$ cat src/rtl/rr_grant_scheduler.sv
// Round-robin grant scheduler: one-hot grant plus encoded winner ID, held until release.
// Optional forced release after MAX_HOLD cycles when ARB_TIMEOUT_EN is defined.
module rr_grant_scheduler #(
    parameter int N        = 16,
    parameter int IDW      = 4,
    parameter int MAX_HOLD = 15
) (
    input  logic           clk,
    input  logic           rst_n,
    input  logic           en,
    input  logic [N-1:0]   req,
    output logic [N-1:0]   gnt,
    output logic [IDW-1:0] gnt_id,
    output logic           gnt_valid,
    output logic           timeout
);

    typedef enum logic {IDLE, BUSY} state_t;

    if ((N != (1 << IDW)) || (N < 2) || (N > 16) || (MAX_HOLD < 1)) begin : g_param_check
        $error("rr_grant_scheduler: inconsistent N/IDW/MAX_HOLD");
    end

    state_t         state_reg, state_next;
    logic [IDW-1:0] ptr_reg, ptr_next;
    logic [N-1:0]   gnt_reg, gnt_next;
    logic [IDW-1:0] id_reg, id_next;
    logic           valid_reg, valid_next;
    logic           timeout_reg, timeout_next;

`ifdef ARB_TIMEOUT_EN
    localparam int HW = $clog2(MAX_HOLD + 1);
    localparam logic [HW-1:0] HOLD_LAST = HW'(MAX_HOLD - 1);
    logic [HW-1:0] hold_reg, hold_next;
`endif

    // Requests rotated so bit 0 is the line just after the last winner.
    logic [N-1:0] rot_req;
    for (genvar gi = 0; gi < N; gi++) begin : g_rot
        assign rot_req[gi] = req[IDW'(ptr_reg + IDW'(gi + 1))];
    end

    logic [IDW-1:0] offset;
    logic           found;
    logic [IDW-1:0] winner;

    always_comb begin
        offset = '0;
        found  = 1'b0;
        for (int i = N - 1; i >= 0; i--) begin
            if (rot_req[i]) begin
                offset = IDW'(i);
                found  = 1'b1;
            end
        end
        winner = IDW'(ptr_reg + offset + IDW'(1));
    end

    always_comb begin
        state_next   = state_reg;
        ptr_next     = ptr_reg;
        gnt_next     = gnt_reg;
        id_next      = id_reg;
        valid_next   = valid_reg;
        timeout_next = 1'b0;
`ifdef ARB_TIMEOUT_EN
        hold_next    = hold_reg;
`endif
        case (state_reg)
            IDLE: begin
                if (en && found) begin
                    gnt_next   = {{(N-1){1'b0}}, 1'b1} << winner;
                    id_next    = winner;
                    valid_next = 1'b1;
                    ptr_next   = winner;
                    state_next = BUSY;
`ifdef ARB_TIMEOUT_EN
                    hold_next  = '0;
`endif
                end
            end
            BUSY: begin
                if (!req[id_reg]) begin
                    gnt_next   = '0;
                    valid_next = 1'b0;
                    state_next = IDLE;
`ifdef ARB_TIMEOUT_EN
                end else if (hold_reg == HOLD_LAST) begin
                    // Grant has now been visible MAX_HOLD cycles: force it off.
                    gnt_next     = '0;
                    valid_next   = 1'b0;
                    state_next   = IDLE;
                    timeout_next = 1'b1;
                end else begin
                    hold_next = hold_reg + HW'(1);
`endif
                end
            end
            default: state_next = IDLE;
        endcase
    end

    always_ff @(posedge clk) begin
        if (!rst_n) begin
            state_reg   <= IDLE;
            ptr_reg     <= IDW'(N - 1);
            gnt_reg     <= '0;
            id_reg      <= '0;
            valid_reg   <= 1'b0;
            timeout_reg <= 1'b0;
`ifdef ARB_TIMEOUT_EN
            hold_reg    <= '0;
`endif
        end else begin
            state_reg   <= state_next;
            ptr_reg     <= ptr_next;
            gnt_reg     <= gnt_next;
            id_reg      <= id_next;
            valid_reg   <= valid_next;
            timeout_reg <= timeout_next;
`ifdef ARB_TIMEOUT_EN
            hold_reg    <= hold_next;
`endif
        end
    end

    assign gnt       = gnt_reg;
    assign gnt_id    = id_reg;
    assign gnt_valid = valid_reg;
    assign timeout   = timeout_reg;

endmodule

$ cat config.mk
export PLATFORM = sky130hd
export DESIGN_NAME = rr_grant_scheduler
export DESIGN_NICKNAME = d
export VERILOG_FILES = /design/src/rtl/rr_grant_scheduler.sv
export SDC_FILE = /design/constraint.sdc
export NUM_CORES = 1
export LEC_CHECK = 0
export CAP_MARGIN = 5
export CORE_UTILIZATION = 59
export DETAILED_ROUTE_END_ITERATION = 12
export PLACE_DENSITY_LB_ADDON = 0.12
export SYNTH_ARGS = -nofsm -noshare
export SYNTH_HDL_FRONTEND = slang
export SYNTH_SLANG_ARGS = --single-unit
$ cat constraint.sdc
create_clock -name clk -period 9.74 [get_ports clk]
set_input_delay 1.948 -clock clk [delete_from_list [all_inputs] [get_ports clk]]
set_output_delay 1.948 -clock clk [all_outputs]
set_load 0.02 [all_outputs]
Word-level counts from Yosys, hierarchy flattened
Index checks and enable logic that the tools add are counted.
Widths: inputs -> output; s select.

storage, ports and cells
  bits in registers = 26
  bits of input ports = 19
  output and inout port bits = 22
  logic and storage cells = 121

operators by class
  $add $sub $neg = 17
  order comparisons = 17
  equality and inequality tests = 2
  shift operators = 1
  multiplexer cells = 75
  bitwise logic cells = 1
  reductions and logical operators = 3

operator list
  cell                  count
  $lt 4x5->1 const B    17
  $bmux 1 s4            17
  $mux 4                16
  $mux 1                37
  $add 4x4->4 const B   8
  $mux 16               2
  $pmux 16 s2           1
  $add 4x3->4 const B   4
  $shl 1x4->16 const A  1
  $add 4x1->4 const B   2
  $add 4x2->4 const B   2
  $add 4x4->4           1
  $ne 2x2->1 const B    2
  $pmux 1 s2            2
  $reduce_and 2->1      2
  $logic_and 1x1->1     1
  $not 1->1             1

Longest topological paths before layout
Gate-level depths: netlist of the first run.

  depth after elaboration = 23
  gate-level depth with buffers = 20
  mapped depth without buffers = 17

Worst setup path after synthesis of the first run
Ideal clock, no wire load.

  kind = input to register
  start point = input port req[0]
  end point = register gnt_reg[0], in the netlist gnt[0]
  setup time = 117 ps
  data arrival time = 5167 ps
  required time = 9623 ps
  path slack = 4456 ps
  stages = 12
  path buffers = 0
  cells stage by stage = mux4_1 mux4_2 nor4b_4 or2b_1 a21boi_0 ha_1 o21ai_0 nand2b_1 xnor2_1 a21oi_1 mux2_4 a32o_1

between the ends
  cells in the longest elaborated chain, start to end = 23
  elaborated cells on any way between the ends = 75
  classes of those cells = 2 x add/sub; 2 x eq/ne; 1 x shift; 68 x mux; 2 x reduce/logical

RTL lines
  item                          RTL line  source
  start, declared               11        input logic [N-1:0] req,
  $bmux 1 s4                    40        assign rot_req[gi] = req[IDW'(ptr_reg + IDW'(gi + 1))];
  $mux 1 (not written as such)  40
  $mux 4 (16 in a row)          51        if (rot_req[i]) begin
  $add 4x4->4                   56        winner = IDW'(ptr_reg + offset + IDW'(1));
  $add 4x1->4                   56
  $shl 1x4->16                  72        gnt_next = {{(N-1){1'b0}}, 1'b1} << winner;
  $mux 16                       71        if (en && found) begin
  $pmux 16 s2                   69        case (state_reg)
  end signal, assigned          117       gnt_reg <= gnt_next;
  end, declared                 26        logic [N-1:0] gnt_reg, gnt_next;

Parallel ways exist; a longest one is shown, timed or not. The select of a mux whose other input is x is not followed.
A chain may end at the register's enable or synchronous reset.

Worst setup path in the final report of the first run
  start point = input port req[11]
  end point = register gnt_reg[6], in the netlist gnt[6]

Same word-level chain as after synthesis.

==> qor.yml, run 1 <==
status:
  status: "complete, no violations"
detailed_routing:
  antenna_left: 0
  viasPerCell: 6.83
  wire_per_inst_um: 19.4
  vias: 2062
  routed_wirelength_um: 5860
  first_pass_iters: 4
  drt-initial-drc-count: 120
  drcViolationCount: 0
place:
  io_buffers: 39
  dp_hpwl_um: 4460
  gp_congestion: 0.866
  post-place-ws_ns: 3.58
worst_hold_path:
  hp-class: "register to register"
sta:
  slew_violations: 0
  hold_viol: 0
  layout_min_cycle_time_ns: 5.97
  finalSetupViolations: 0
  hold_ws_ns: 0.470
  clock_skew_ns: 0.00177
  rsz0062_at_grt: "no"
  tightest_slew_ns: 0.982
  finalSetupTns_ns: 0
  max_freq_mhz: 167
  slew_headroom: 0.344
  layout_setup_ws_ns: 3.77
  min_period_over_period: 0.613
floorplanning:
  io_pins: 41
  fp.dieH_um: 68.2
  num_rows: 23
  fp.dieW_um: 68.2
  initial_core_util: 0.628
  dieArea_um2: 4650
  coreArea_um2: 4120
grt:
  grt-ovfl-total: 0
  grt_max_degree: 28
  track_usage: 0.275
  grt_pass1_wl_um: 9490
  grt_pass1_vias: 1917
  antenna_found_initial: 0
cells_and_area:
  drive_gt1_frac: 0.159
  syn_to_final_growth_pct: 16.8
  n_antenna_cell: 0
  nNetsFinal: 283
  final_common_cell: "clkdlybuf4s50_1"
  num-fill-cells: 300
  fin_util: 0.733
  regArea_um2: 520
  multiInputGateArea_um2: 1930
  largest_reg_flops: 16
  final_cell_mix: "39 x clkdlybuf4s50_1, 26 x dfxtp_1, 24 x mux4_2, 16 x a32o_1, 14 x mux2i_1"
clock_network:
  cts_buffer_depth: 2
  clkTransAtPathRegs_ns: 0.09
  cts_setup_buffers: 0
  clock_latency_ns: 0.27
  ctsRootBufferMaster: "clkbuf_8"
  numCtsBuffers: 3
  clock_sinks: 26
  cts_htree_levels: 1
  cts_tree: "done"
  cts_hold_buf: 0
  cts_resized: 0
logic_synthesis:
  synthTopCellsByArea: "mux4_2 21%, dfxtp_1 20%, mux4_1 10%, a32o_1 6.2%, mux2i_1 5.4%"
  synth_top_cell_by_area: "mux4_2"
  synth-seq-area-share: 0.202
  syn_nets: 253
  synthCells: 223
  yosys.area.top_type_share: 0.209
  synth_area_um2: 2580
  synth-seq-cells: 26
  synth_cell_types: 50
  synth_edf_count: 0
  yosys_warnings: 0
  avgSynthCellArea_um2: 11.6
  synth-async-reset-ratio: 0
  synth_flop_cell: "dfxtp_1"
critical_path:
  critical_path.max_fanout: 8
  path_class: "input port to register"
  cp-end-kind: "register"
  start_kind: "input port"
  cp_data_arrival_time_ns: 6.14
  cp.required_ns: 9.91
job:
  max-cap-violations: 0
-- layer usage --
layer / track usage / wire, um / up-vias / share of wire
met3: 0.0617 / 445 / 6 / 0.076
met4: 0.0417 / 46 / 0 / 0.0079
met5: 0 / 0 / - / 0
met2: 0.422 / 2700 / 74 / 0.46
met1: 0.405 / 2660 / 1028 / 0.45
li1: - / - / 954 / -
-- synthesized netlist by cell type, types with 3 or more instances --
cell	number
dfxtp_1	26
mux4_2	24
a32o_1	16
mux2i_1	14
nor2_1	13
nand2_1	11
ha_1	10
mux4_1	10
a21oi_1	9
inv_1	9
buf_2	6
xnor2_1	6
nor2b_1	5
o21ai_0	5
xor2_1	5
a31oi_1	3
and2_1	3
clkbuf_1	3
nand3_1	3
nor3b_1	3
-- kinds of logic after synthesis --
kind of cell / after synthesis / synth area share
compound gates: 48 / 0.147
xor+xnor: 11 / 0.0373
fa+ha+maj: 11 / 0.0562
buf+inv: 24 / 0.0514
flops: 26 / 0.202
mux: 51 / 0.381
other cells: 1 / 0.00145
simple gates: 51 / 0.124
-- cell type report --
cell class / instances / share of cell area
clock buffers: 3 / 0.0137
inverters: 9 / 0.0112
clock inverters: 1 / 0.00996
flip-flops and latches: 26 / 0.173
well taps: 50 / 0.0207
multi-input cells: 173 / 0.640
repair buffers: 40 / 0.132
-- stage by stage --
step | cell area [um^2] | instances
3_3_place_gp | 2940 | 298
4_1_cts | 3020 | 302
5_1_grt | 3020 | 302
3_5_place_dp | 2940 | 298
2_1_floorplan | 2580 | 223
6_report | 3020 | 302
-- critical path, cell delays in order --
cell             delay [ns]
clkdlybuf4s50_1        0.52
mux4_1                 0.62
mux4_2                 0.54
nor4b_4                0.50
or2b_1                 0.27
a21boi_0               0.22
ha_1                   0.29
o21ai_0                0.09
nand2b_1               0.12
xnor2_1                0.34
a21oi_1                0.08
mux2_4                 0.33
a32o_1                 0.27
-- worst paths after layout --
kind	start	end	slack, ns	cells after the start
min	gnt[0]	gnt[0]	0.47	1
min reg2reg	gnt[0]	gnt[0]	0.47	1
max reg2reg	ptr_reg[1]	gnt[6]	4.42	14
max	req[11]	gnt[6]	3.77	13
Power of run 1 is not shown: default switching activity piles up to over one toggle a cycle in this logic, so the estimate is an artifact.
==> inputs of run 2 (changes only) <==
--- a/config.mk
+++ b/config.mk
@@ -6,7 +6,7 @@
 export NUM_CORES = 1
 export LEC_CHECK = 0
 export CAP_MARGIN = 5
-export CORE_UTILIZATION = 59
+export CORE_UTILIZATION = 55
 export DETAILED_ROUTE_END_ITERATION = 12
 export PLACE_DENSITY_LB_ADDON = 0.12
 export SYNTH_ARGS = -nofsm -noshare
==> constraint.sdc (replaced) <==
create_clock -name clk -period 5.9 [get_ports clk]
set_input_delay 1.18 -clock clk [delete_from_list [all_inputs] [get_ports clk]]
set_output_delay 1.18 -clock clk [all_outputs]
set_load 0.02 [all_outputs]
==> run 2 against run 1 <==
Net effect: the flow now finishes with violations (design-rule violations); non-clock buffer count up 2; cell area grew 0.58%; count of clock-buffer cells in the layout stayed put; first-iteration DRC count grew 12%; register-to-register slack got worse by 3.1 ns; critical endpoint is now gnt[2].
==> qor.yml, run 2 (same netlist as run 1, synthesis figures left out) <==
sta:
  max_freq_mhz: 198
  layout_setup_ws_ns: 0.857
  finalSetupTns_ns: 0
  hold_viol: 0
  rsz0062_at_grt: "no"
  finalSetupViolations: 0
  hold_ws_ns: 0.470
  tightest_slew_ns: 0.968
  clock_skew_ns: 0.00408
  slew_headroom: 0.354
  min_period_over_period: 0.855
  layout_min_cycle_time_ns: 5.04
  slew_violations: 0
cells_and_area:
  drive_gt1_frac: 0.165
  nNetsFinal: 285
  final_cell_mix: "39 x clkdlybuf4s50_1, 26 x dfxtp_1, 24 x mux4_2, 16 x a32o_1, 14 x mux2i_1"
  largest_reg_flops: 16
  final_common_cell: "clkdlybuf4s50_1"
  n_antenna_cell: 0
  fin_area_um2: 3030
  syn_to_final_growth_pct: 17.4
status:
  violations: "design-rule violations"
  status: "finished with violations"
detailed_routing:
  vias: 2072
  viasPerCell: 6.77
  drcViolationCount: 2
  routed_wirelength_um: 6070
  wire_per_inst_um: 19.8
  first_pass_iters: 8
  antenna_left: 0
  drt-initial-drc-count: 134
grt:
  met2_usage: 0.423
  antenna_found_initial: 0
  grt_pass1_vias: 2065
  busiest_layer: "met2"
  grtUsageMet1: 0.382
  grt_max_degree: 27
  gr-usage-met3: 0.0505
  track_usage: 0.263
  grt_pass1_wl_um: 10300
  grt-ovfl-total: 0
floorplanning:
  num_rows: 24
  fp.dieW_um: 70.5
  initial_core_util: 0.581
  io_pins: 41
  coreArea_um2: 4440
  dieArea_um2: 4970
  fp.dieH_um: 70.5
critical_path:
  r2r_end: "gnt[2]"
  start_kind: "input port"
  cp.required_ns: 6.07
  worst-path-buf-inv: 2
  crit_chain: "clkdlybuf4s50_1 > mux4_1 > mux4_2 > nor4b_4 > buf_4 > or2b_1 > a21boi_0 > ha_1 > o21ai_0 > nand2b_1 > xnor2_1 > a21oi_1 > mux2_4 > a32o_1"
  crit_family: "multiplexers"
  critical_path.max_fanout: 8
  regToRegSetupSlack_ns: 1.29
  cp_data_arrival_time_ns: 5.21
  r2r_cells: 15
  cp-end-kind: "register"
  critPathMaxStageDelay_ns: 0.60
  path_class: "input port to register"
  reg2reg_from: "ptr_reg[1]"
  cpMaxStageDelayCell: "mux4_1"
worst_hold_path:
  hold_start: "gnt[14]"
  holdPathStages: 1
  holdPathEnd: "gnt[14]"
  hp-class: "register to register"
place:
  post_dp_cell_area_um2: 2960
  dp_hpwl_um: 4690
  post-place-ws_ns: 0.582
  io_buffers: 39
  gp_congestion: 0.833
clock_network:
  clock_latency_ns: 0.27
  cts_htree_levels: 1
  cts_buffer_depth: 2
  ctsRootBufferMaster: "clkbuf_8"
  cts_tree: "done"
  cts_resized: 0
  cts_setup_buffers: 0
  cts_hold_buf: 0
  clock_sinks: 26
  clkTransAtPathRegs_ns: 0.09
  numCtsBuffers: 3
job:
  max-cap-violations: 0
run 2: cell count changes in the layout (fill, tap and decap cells not counted), sizes merged:
cell,before,now
buf,1,3
run 2: final cells by class:
type                       instances  area, um^2
tap                               52        65.1
fill                             355        1410
clock buffer                       3        41.3
timing repair buffer              42         413
inverter                           9        33.8
clock inverter                     1        30.0
multi-input combinational        173        1930
sequential                        26         520
run 2: layer usage:
| metal | vias to the layer above | wire [um] |
|---|---|---|
| met2 | 68 | 2910 |
| met4 | 0 | 27 |
| li1 | 960 | - |
| met1 | 1040 | 2690 |
| met5 | - | 0 |
| met3 | 4 | 442 |
run 2: worst max-delay path by stage:
stage | startpoint | endpoint | slack, ns | cells past startpoint
detailed placement | req[11] | gnt[2] | 0.58 | 14
global placement | req[11] | gnt[1] | 0.69 | 14
global route | req[15] | gnt[2] | 0.59 | 14
finish | req[11] | gnt[2] | 0.86 | 14
floorplan | ptr_reg[1] | gnt[0] | 1.05 | 16
CTS | req[15] | gnt[2] | 0.88 | 14
run 2: per-stage QoR:
step,util,std cells
detailed placement,0.666,302
global placement,0.666,302
finish,0.682,306
floorplan,-,223
global route,0.682,306
CTS,0.682,306
Power of run 2 is left out for the same reason.
==> inputs of run 3 (changes only) <==
--- a/config.mk
+++ b/config.mk
@@ -8,7 +8,7 @@
 export CAP_MARGIN = 5
 export CORE_UTILIZATION = 55
 export DETAILED_ROUTE_END_ITERATION = 12
-export PLACE_DENSITY_LB_ADDON = 0.12
+export PLACE_DENSITY = 0.82
 export SYNTH_ARGS = -nofsm -noshare
 export SYNTH_HDL_FRONTEND = slang
 export SYNTH_SLANG_ARGS = --single-unit
==> run 3 against run 2 <==
Net effect: the run now ends clean; setup slack worse by 0.11 ns; global-route usage shrank 0.26 points; first-iteration DRC count grew 24%; sequential share of layout area about the same; via count grew 2.1%; cell count down 0.33%; critical endpoint is now gnt[5]; largest cell class unchanged.
==> qor.yml, run 3 (same netlist as run 1, synthesis figures left out) <==
status:
  status: "complete, no violations"
place:
  gp_congestion: 0.908
  dp_hpwl_um: 4640
  io_buffers: 39
  post-place-ws_ns: 0.500
  dp.cells: 301
cells_and_area:
  final_common_cell: "clkdlybuf4s50_1"
  n_antenna_cell: 0
  num-fill-cells: 346
  syn_to_final_growth_pct: 17.2
  fin_cells: 305
  final_cell_mix: "39 x clkdlybuf4s50_1, 26 x dfxtp_1, 24 x mux4_2, 16 x a32o_1, 14 x mux2i_1"
  drive_gt1_frac: 0.162
  largest_reg_flops: 16
  fin_util: 0.681
  nNetsFinal: 284
clock_network:
  clock_latency_ns: 0.28
  ctsRootBufferMaster: "clkbuf_8"
  cts_hold_buf: 0
  cts_setup_buffers: 0
  numCtsBuffers: 3
  clkTransAtPathRegs_ns: 0.09
  cts_htree_levels: 1
  cts_tree: "done"
  cts_buffer_depth: 2
  cts_resized: 0
  clock_sinks: 26
sta:
  finalSetupViolations: 0
  tightest_slew_ns: 0.958
  layout_setup_ws_ns: 0.745
  rsz0062_at_grt: "no"
  slew_headroom: 0.360
  min_period_over_period: 0.874
  hold_viol: 0
  finalSetupTns_ns: 0
  slew_violations: 0
  max_freq_mhz: 194
  clock_skew_ns: 0.00421
  layout_min_cycle_time_ns: 5.16
detailed_routing:
  wl_met3_um: 330
  drcViolationCount: 0
  drt-initial-drc-count: 166
  first_pass_iters: 4
  vias: 2115
  met2WireLength_um: 2990
  highest_layer: "met4"
  antenna_left: 0
  wl_met1_um: 2660
  viasPerCell: 6.93
  wire_per_inst_um: 19.8
  routed_wirelength_um: 6050
worst_hold_path:
  hp-class: "register to register"
critical_path:
  path_class: "input port to register"
  cp_data_arrival_time_ns: 5.33
  cp-end-kind: "register"
  critical_path.max_fanout: 8
  cp.required_ns: 6.07
  start_kind: "input port"
floorplanning:
  fp.dieH_um: 70.5
  io_pins: 41
  fp.dieW_um: 70.5
  coreArea_um2: 4440
  num_rows: 24
  dieArea_um2: 4970
  initial_core_util: 0.581
grt:
  grt_pass1_vias: 1986
  antenna_found_initial: 0
  track_usage: 0.261
  grt_pass1_wl_um: 10100
  grt-ovfl-total: 0
  grt_max_degree: 27
job:
  max-cap-violations: 0
## run 3: changes by cell type in the layout (fill, tap and decap cells not counted), sizes merged
| cell | previous run | this run |
|---|---|---|
| buf | 3 | 2 |
## run 3: critical path, cell delays in order
cell and delay, ns:
clkdlybuf4s50_1 0.49, mux4_1 0.64, mux4_2 0.55, nor4b_4 0.52, or2b_1 0.27, a21boi_0 0.17
ha_1 0.27, o21ai_0 0.09, nand2b_1 0.12, xnor2_1 0.32, a21oi_1 0.07, mux2_4 0.33
a32o_1 0.28
## run 3: metal layers
| metal | track usage | up-vias |
|---|---|---|
| met5 | 0 | - |
| met4 | 0.0590 | 0 |
| met3 | 0.0289 | 8 |
| met2 | 0.428 | 83 |
| met1 | 0.373 | 1062 |
| li1 | - | 962 |
## run 3: layout make-up
type,instances,area (um^2),area share
repair buffers,41,405,0.134
flip-flops and latches,26,520,0.172
multi-input cells,173,1930,0.638
clock inverters,1,30.0,0.00993
clock buffers,3,41.3,0.0136
inverters,9,33.8,0.0112
well taps,52,65.1,0.0215
## run 3: path summary, 6_finish.rpt
check                  start      to  slack (ns)  depth (start not counted)
setup / recovery     req[15]  gnt[5]        0.74                         13
hold / removal        gnt[4]  gnt[4]        0.47                          1
setup reg to reg  ptr_reg[1]  gnt[5]        0.98                         15
hold reg to reg       gnt[4]  gnt[4]        0.47                          1
## run 3: through the flow
step,hold slack (ns),cell area (um^2)
after floorplan,0.459,2580
after global placement,0.452,2950
after detailed placement,0.456,2950
after CTS,0.478,3030
after global routing,0.503,3030
final,0.474,3030
Power of run 3 is left out for the same reason.
